$ cat src/rtl/adder_top.sv
// adder_top: registered 32-bit adder built from eight 4-bit CLA blocks under a second-level lookahead unit
module adder_top (
  output logic        cout,
  output logic [31:0] sum,
  input  logic [31:0] A,
  input  logic [31:0] B,
  input  logic        cin,
  input  logic        clk,
  input  logic        rst
);
  // Carry into position n as a flat sum of products, so each level is one lookahead stage.
  function automatic logic la(input logic [7:0] g, input logic [7:0] p, input logic c0, input int n);
    logic r, t;
    r = 1'b0;
    for (int k = 0; k < n; k++) begin
      t = g[k];
      for (int m = k + 1; m < n; m++) t = t & p[m];
      r = r | t;
    end
    t = c0;
    for (int m = 0; m < n; m++) t = t & p[m];
    return r | t;
  endfunction
  logic [31:0] g, p, s;
  logic [7:0]  gg, gp;
  logic [8:0]  bc;
  assign g = A & B;
  assign p = A ^ B;
  for (genvar b = 0; b < 8; b++) begin : blk
    logic [3:0] c;
    assign gg[b] = la({4'b0, g[4*b +: 4]}, {4'b0, p[4*b +: 4]}, 1'b0, 4);
    assign gp[b] = &p[4*b +: 4];
    for (genvar i = 0; i < 4; i++) begin : bit_g
      assign c[i] = la({4'b0, g[4*b +: 4]}, {4'b0, p[4*b +: 4]}, bc[b], i);
      assign s[4*b+i] = p[4*b+i] ^ c[i];
    end
  end
  for (genvar j = 0; j < 9; j++) begin : top_la
    assign bc[j] = la(gg, gp, cin, j);
  end
  always_ff @(posedge clk)
    if (rst) {cout, sum} <= '0;
    else {cout, sum} <= {bc[8], s};
endmodule

$ cat config.mk
export PLATFORM = sky130hd
export DESIGN_NAME = adder_top
export DESIGN_NICKNAME = d
export VERILOG_FILES = /design/src/rtl/adder_top.sv
export SDC_FILE = /design/constraint.sdc
export NUM_CORES = 1
export LEC_CHECK = 0
export CAP_MARGIN = 15
export CORE_ASPECT_RATIO = 0.75
export CORE_MARGIN = 3
export CORE_UTILIZATION = 42
export CTS_BUF_LIST = sky130_fd_sc_hd__clkbuf_16
export DETAILED_ROUTE_END_ITERATION = 6
export HOLD_SLACK_MARGIN = 0.02
export PLACE_DENSITY = 0.82
export SKIP_LAST_GASP = 1
export SYNTH_ARGS = -nofsm -noshare
export SYNTH_HDL_FRONTEND = slang
export SYNTH_SLANG_ARGS = --single-unit
export TNS_END_PERCENT = 1
$ cat constraint.sdc
create_clock -name clk -period 4.1 [get_ports clk]
set_input_delay 0.82 -clock clk [delete_from_list [all_inputs] [get_ports clk]]
set_output_delay 0.82 -clock clk [all_outputs]
set_load 0.02 [all_outputs]
Yosys cells after proc, flatten, opt, wreduce, memory -nomap -nowiden. Index checks and enable logic that the tools add are counted.

Register bits after elaboration: 33. Bits in latches: 0. RAM bits: 0. ROM bits: 0. Output and inout bits: 33. Word-level logic and storage cells: 260. Memories: 0.

Add/sub/neg operators: 0. Multiply operators: 0. Divide/modulo/power cells: 0. $lt $le $gt $ge: 0. Eq/ne operators: 0. Shift-type cells: 0. Mux-type cells: 0. Bitwise logic cells: 250. Reductions and logical operators: 8.

Operators by type and width (number): 1-bit bitwise AND (108); 1-bit bitwise OR (108); 32-bit bitwise AND (1); 4-bit AND reduction (8); 1-bit bitwise XOR (32); 32-bit bitwise XOR (1).

Longest topological paths before layout. Gate-level depths: netlist of the first run.

Word-level depth: 25. Gate-level depth with buffers: 13.

Worst setup path before layout of the first run. OpenSTA, ideal clock, no wires.

Kind: input-to-reg. Start: input port A[2]. End: register sum[23]. Data arrival time: 3342 ps. Path slack: 630 ps. Cell stages on the path: 13. Cell sequence: ha_1 -> a21oi_1 -> o221ai_1 -> a221o_1 -> a221o_1 -> a21oi_1 -> o21bai_1 -> ha_1 -> o21ai_0 -> nand2b_1 -> a21oi_1 -> xor2_1 -> nor2_1.

Cells in the longest elaborated chain, start to end: 20. Elaborated cells on any way between the ends: 30. Classes of those cells: bitwise: 29; reduce/logical: 1.

Ends and longest elaborated chain: from (decl) (RTL line 5) `input logic [31:0] A,`; 32-bit bitwise XOR (RTL line 28) `assign p = A ^ B;`; 1-bit bitwise AND (2 in a row) (RTL line 17) `for (int m = k + 1; m < n; m++) t = t & p[m];`; 1-bit bitwise OR (3 in a row) (RTL line 18) `r = r | t;`; 1-bit bitwise AND (4 in a row) (RTL line 17); 1-bit bitwise OR (4 in a row) (RTL line 18); 1-bit bitwise OR * (RTL line 22) `return r | t;`; 1-bit bitwise AND * (3 in a row) (RTL line 21) `for (int m = 0; m < n; m++) t = t & p[m];`; 1-bit bitwise OR * (RTL line 22); 1-bit bitwise XOR * (RTL line 35) `assign s[4*b+i] = p[4*b+i] ^ c[i];`; to (signal assigned) (RTL line 43) `else {cout, sum} <= {bc[8], s};`; to (decl) (RTL line 4) `output logic [31:0] sum,`.

Mark *: on every way between the ends. The rest lies on a longest branch, timed or not. A chain may end at the register's enable or synchronous reset.

Worst setup path in the final report of the first run.
Start: input port A[0]. End: register sum[23].

Cells in the longest elaborated chain, start to end: 21. Elaborated cells on any way between the ends: 28. Classes of those cells: bitwise: 27; reduce/logical: 1.

Ends and longest elaborated chain: 32-bit bitwise AND (RTL line 27) `assign g = A & B;`; 1-bit bitwise AND (3 in a row) (RTL line 17); 1-bit bitwise OR (3 in a row) (RTL line 18); 1-bit bitwise AND (4 in a row) (RTL line 17); 1-bit bitwise OR (4 in a row) (RTL line 18); 1-bit bitwise OR * (RTL line 22); 1-bit bitwise AND * (3 in a row) (RTL line 21); 1-bit bitwise OR * (RTL line 22); 1-bit bitwise XOR * (RTL line 35).

Marked as above.

==> results.py, run 1 <==
metrics = {
    "run_status": {
        "status": "finished clean",
    },
    "timing": {
        "max_freq_ghz": 0.267,
        "setup_tns_ps": 0,
        "fin_crit_sh_pct": 91.4,
        "whs_ps": 1280,
        "rsz0062_at_grt": "no",
        "slew_viol_final": 0,
        "setup_viol_count_final": 0,
        "worst_pin_slew_ps": 395,
        "period_minus_slack_ps": 3750,
        "slew_headroom_pct": 73.4,
        "hold_viol": 0,
    },
    "global_route": {
        "antenna_found_initial": 0,
        "grt_usage_pct": 18.2,
        "grt_pass1_vias": 1873,
        "grt_pass1_wl_mm": 8.29,
        "overflow": 0,
        "grt_max_degree": 34,
    },
    "power_and_ir_drop": {
        "peakVddDrop_mv": 0.227,
        "p_per_area_nw_per_um2": 362,
        "p_leak_nw": 1.46,
    },
    "yosys": {
        "avgSynthCellArea_um2": 9.69,
        "synth.net_count": 336,
        "syn_inst": 221,
        "syn-cell-area_um2": 2140,
        "ys_top_cells_by_count": "ha_1 (40), dfxtp_1 (33), nor2_1 (29), a21oi_1 (20), xnor2_1 (16)",
        "yosysUniqueCellTypes": 27,
        "yosysMostFrequentCell": "ha_1",
        "async_flop_share_pct": 0,
        "synth_flop_cell": "dfxtp_1",
        "ys_seq_elements": 33,
        "post_synth_main_area_contributors": "dfxtp_1 (31%), ha_1 (23%), fa_1 (7.5%)",
        "yosys_warnings": 0,
        "synth-edff-count": 0,
        "synth_top_area_share_pct": 30.9,
        "yosysSeqAreaShare_pct": 30.9,
        "synth_top_cell_by_area": "dfxtp_1",
    },
    "placed_design": {
        "hpwl_mm": 4.27,
        "place_inst": 377,
        "place.gp.congestion": 0.776,
        "placed_area_um2": 3220,
        "io_buffers": 99,
    },
    "clocking": {
        "clockBufferDepth": 2,
        "cts_hold_buf": 0,
        "cts_tree": "built",
        "h-tree-depth": 2,
        "cts_buffers": 5,
        "post_cts_buffers": 0,
        "clk_pin_slew_ps": 50,
        "post_cts_resized": 0,
        "clockRootBuffer": "clkbuf_16",
        "cts.sinks": 33,
    },
    "detailed_routing": {
        "viasPerCell": 4.94,
        "ant_nets": 0,
        "drcViolationCount": 0,
        "wl_mm": 5.13,
        "routedWlPerCell_um": 13.3,
        "vias": 1901,
        "dr.pass1.iters": 4,
        "drtIter0Drc": 76,
    },
    "cells_and_area": {
        "drive_gt1_share_pct": 3.96,
        "area_growth_pct": 57.9,
        "nets": 442,
        "fin_cells": 385,
        "design_area_um2": 3380,
        "antenna_cells": 0,
        "finish.utilization_pct": 72.3,
    },
    "critical_path": {
        "slowest_stage": "clkdlybuf4s50_1",
        "end_kind": "register",
        "path_cells": "clkdlybuf4s50_1 > ha_1 > a21oi_1 > o221ai_1 > a221o_1 > a221o_1 > a21oi_1 > o21bai_1 > ha_1 > o21ai_0 > nand2b_1 > a21oi_1 > xor2_1 > nor2_1",
        "crit_cells": 14,
        "crit_buf_inv": 1,
        "worst-setup-path-type": "input pin to register",
        "path_max_fanout": 5,
        "critical_path_arrival_ps": 3910,
        "cp_common_cell": "a21oi_1",
        "critPathLaunch": "A[0]",
        "critPathTopFamily": "compound AO/OA/AOI/OAI gates",
        "crit_end": "sum[23]$_SDFF_PP0_",
        "slowest_delay_ps": 420,
        "required_ps": 4260,
        "cp-start-kind": "input pin",
    },
    "worst_hold_path": {
        "min_path_type": "input pin to register",
    },
    "floorplan": {
        "ios": 100,
        "row_count": 21,
        "core_area_um2": 4680,
        "chipWidth_um": 88.4,
        "initial_core_util_pct": 45.8,
        "dieArea_um2": 6000,
        "die_h_um": 67.8,
    },
    "flow_run": {
        "maxCapViolCount": 0,
    },
}
cells by family after synthesis:
group                    share of synthesized area [%]
XOR/XNOR                                          9.82
buffers and inverters                             1.75
flip-flops                                        30.9
adder cells (fa/ha/maj)                           30.9
AND/OR/NAND/NOR                                   13.4
AO/OA/AOI/OAI                                     13.3
report_power, final:
group	leakage, nW	total (W)	switching, W	internal [W]
Combinational	1.10	0.000434	0.000203	0.000231
Clock	0.0826	0.000415	0.000133	0.000282
Sequential	0.275	0.000376	0.00000996	0.000366
worst min path at each step:
stage / start / end / slack (ps) / depth (start not counted)
5_1_grt: rst / cout$_SDFF_PP0_ / 1290 / 3
4_1_cts: rst / cout$_SDFF_PP0_ / 1260 / 3
6_report: rst / cout$_SDFF_PP0_ / 1280 / 3
2_1_floorplan: rst / sum[24]$_SDFF_PP0_ / 1080 / 2
3_3_place_gp: rst / cout$_SDFF_PP0_ / 1550 / 3
3_5_place_dp: rst / cout$_SDFF_PP0_ / 1550 / 3
metal layers:
| metal | part of all wire [%] | up-vias | track usage, % |
|---|---|---|---|
| li1 | - | 982 | - |
| met1 | 42 | 850 | 21.1 |
| met2 | 47 | 62 | 30.9 |
| met3 | 9.4 | 7 | 6.98 |
| met4 | 1.4 | 0 | 6.23 |
| met5 | 0 | - | 0 |
stage by stage:
stage / power [W] / setup slack (ps)
CTS: 0.00124 / 341
detailed placement: 0.000817 / 56.3
finish: 0.00122 / 353
global placement: 0.000809 / 137
floorplan: 0.000618 / 630
global route: 0.00130 / 128
registers in the layout (all words and copies together) (netlist names):
signal and count:
cout 1, sum 32
area by class of cell:
| type | instances | area (µm²) |
|---|---|---|
| multi-input combinational | 178 | 1440 |
| timing repair buffer | 103 | 1020 |
| tap | 57 | 71.3 |
| clock buffer | 5 | 125 |
| clock inverter | 3 | 37.5 |
| inverter | 6 | 22.5 |
| fill | 390 | 1300 |
| sequential | 33 | 661 |
cells in the final DEF, fill, tap and decap left out, types with 2 or more instances in the layout:
cell type,count
a21o_1,6
a21oi_1,20
a221o_1,2
buf_4,4
clkbuf_16,5
clkdlybuf4s50_1,99
dfxtp_1,33
fa_1,8
ha_1,40
inv_1,7
nand2_1,7
nand2b_1,9
nand3_1,2
nand4_1,2
nor2_1,29
nor2b_1,7
o21ai_0,12
xnor2_1,16
xor2_1,8
(Power assumes the default switching activity.)
==> run 2, diff against run 1 <==
SETUP_SLACK_MARGIN = 0.5   (was default)
==> run 2 against run 1 <==
Core utilization rose by 3.3 points; hold slack got worse by 230 ps; final cell count rose by 1.0%; first-iteration DRC count fell by 3.9%; highest routed layer unchanged.
==> results.py, run 2 (synthesis results as in run 1) <==
metrics = {
    "floorplan": {
        "chipWidth_um": 88.4,
        "ios": 100,
        "dieArea_um2": 6000,
        "initial_core_util_pct": 45.8,
        "die_h_um": 67.8,
        "core_area_um2": 4680,
        "row_count": 21,
    },
    "worst_hold_path": {
        "min_path_type": "input pin to register",
    },
    "timing": {
        "worst_pin_slew_ps": 392,
        "hold_viol": 0,
        "setup_viol_count_final": 0,
        "max_freq_ghz": 0.286,
        "setup_tns_ps": 0,
        "slew_headroom_pct": 73.7,
        "slew_viol_final": 0,
        "whs_ps": 1050,
        "fin_crit_sh_pct": 85.2,
        "period_minus_slack_ps": 3490,
        "rsz0062_at_grt": "no",
    },
    "cells_and_area": {
        "finish.utilization_pct": 75.6,
        "nets": 446,
        "area_growth_pct": 65.2,
        "mostFrequentLayoutCells": "clkdlybuf4s50_1 (93), ha_1 (33), dfxtp_1 (33)",
        "antenna_cells": 0,
        "drive_gt1_share_pct": 10.5,
        "final_common_cell": "clkdlybuf4s50_1",
        "largest_register_ffs": 32,
    },
    "detailed_routing": {
        "drtIter0Drc": 73,
        "vias": 1954,
        "ant_nets": 0,
        "drcViolationCount": 0,
        "viasPerCell": 5.02,
        "wl_mm": 5.49,
        "routedWlPerCell_um": 14.1,
        "dr.pass1.iters": 4,
    },
    "global_route": {
        "overflow": 0,
        "grt_usage_pct": 18.2,
        "grt_max_degree": 34,
        "antenna_found_initial": 0,
        "grt_pass1_vias": 1878,
        "grt_pass1_wl_mm": 8.32,
    },
    "placed_design": {
        "place.gp.congestion": 0.776,
        "io_buffers": 99,
        "hpwl_mm": 4.27,
    },
    "clocking": {
        "h-tree-depth": 2,
        "clk_pin_slew_ps": 60,
        "cts_tree": "built",
        "cts_buffers": 5,
        "clockBufferDepth": 2,
        "cts.sinks": 33,
        "clockRootBuffer": "clkbuf_16",
    },
    "critical_path": {
        "path_max_fanout": 4,
        "worst-setup-path-type": "input pin to register",
        "end_kind": "register",
        "critical_path_arrival_ps": 3650,
        "cp-start-kind": "input pin",
        "required_ps": 4260,
    },
    "flow_run": {
        "maxCapViolCount": 0,
    },
    "power_and_ir_drop": {
        "peakVddDrop_mv": 0.228,
        "p_leak_nw": 1.54,
        "p_per_area_nw_per_um2": 355,
    },
    "run_status": {
        "status": "finished clean",
    },
}
-- run 2: changes by cell type in the layout (fill, tap and decap cells not counted), moves of 2 or more --
cell / change
ha_1: -7
clkdlybuf4s50_1: -6
a21oi_1: -6
ha_4: +5
a21oi_2: +6
ha_2: +2
o21ai_1: +3
buf_4: +3
dlymetal6s2s_1: +6
o21ai_0: -4
-- run 2: final timing paths --
path	from	endpoint	slack, ps	cells after the start
worst min-delay path	B[4]	sum[5]$_SDFF_PP0_	1050	4
worst max-delay path	A[2]	sum[23]$_SDFF_PP0_	610	14
-- run 2: routing by layer --
metal | GRT usage (%) | vias up | share of wire (%)
met2 | 31.1 | 74 | 48
met1 | 21.2 | 886 | 42
met5 | 0 | - | 0
met4 | 6.23 | 0 | 1.2
li1 | - | 988 | -
met3 | 6.98 | 6 | 9.2
-- run 2: critical path, cell delays in order --
cell	delay (ps)
clkdlybuf4s50_1	500
ha_4	230
a21oi_2	150
o221ai_2	110
a221o_1	320
a221o_1	410
a21oi_2	220
o21bai_2	110
ha_2	190
o21ai_2	130
nand2b_1	110
a21oi_2	140
xor2_1	150
nor2_1	50
-- run 2: layout make-up --
class / count / area (µm²)
Multi-Input combinational cell: 178 / 1550
Sequential cell: 33 / 661
Inverter: 6 / 22.5
Timing Repair Buffer: 107 / 1070
Tap cell: 57 / 71.3
Clock buffer: 5 / 125
Clock inverter: 3 / 37.5
Fill cell: 354 / 1140
-- run 2: what timing repair did --
item / CTS / global route
buffers inserted: 1 / 3
setup endpoints to repair: 4 / 7
hold buffers: 0 / 0
resized for setup: 2 / 27
pin swaps: 4 / 15
gates cloned: 0 / 0
hold endpoints to repair: 0 / 0
-- run 2: where the power goes --
group | switching, W | leakage [nW] | internal (W) | total, W
Sequential | 0.00000997 | 0.275 | 0.000366 | 0.000376
Combinational | 0.000216 | 1.18 | 0.000248 | 0.000464
Clock | 0.000134 | 0.0826 | 0.000282 | 0.000416
Total | 0.000360 | 1.54 | 0.000896 | 0.00126
-- run 2: metrics by stage --
step,area [µm²],total power [W],std cells,worst slack [ps]
floorplan,2140,0.000618,221,630
global placement,3220,0.000809,377,137
detailed placement,3220,0.000817,377,56.3
CTS,3390,0.00124,386,471
global route,3540,0.00133,389,465
finish,3540,0.00126,389,607
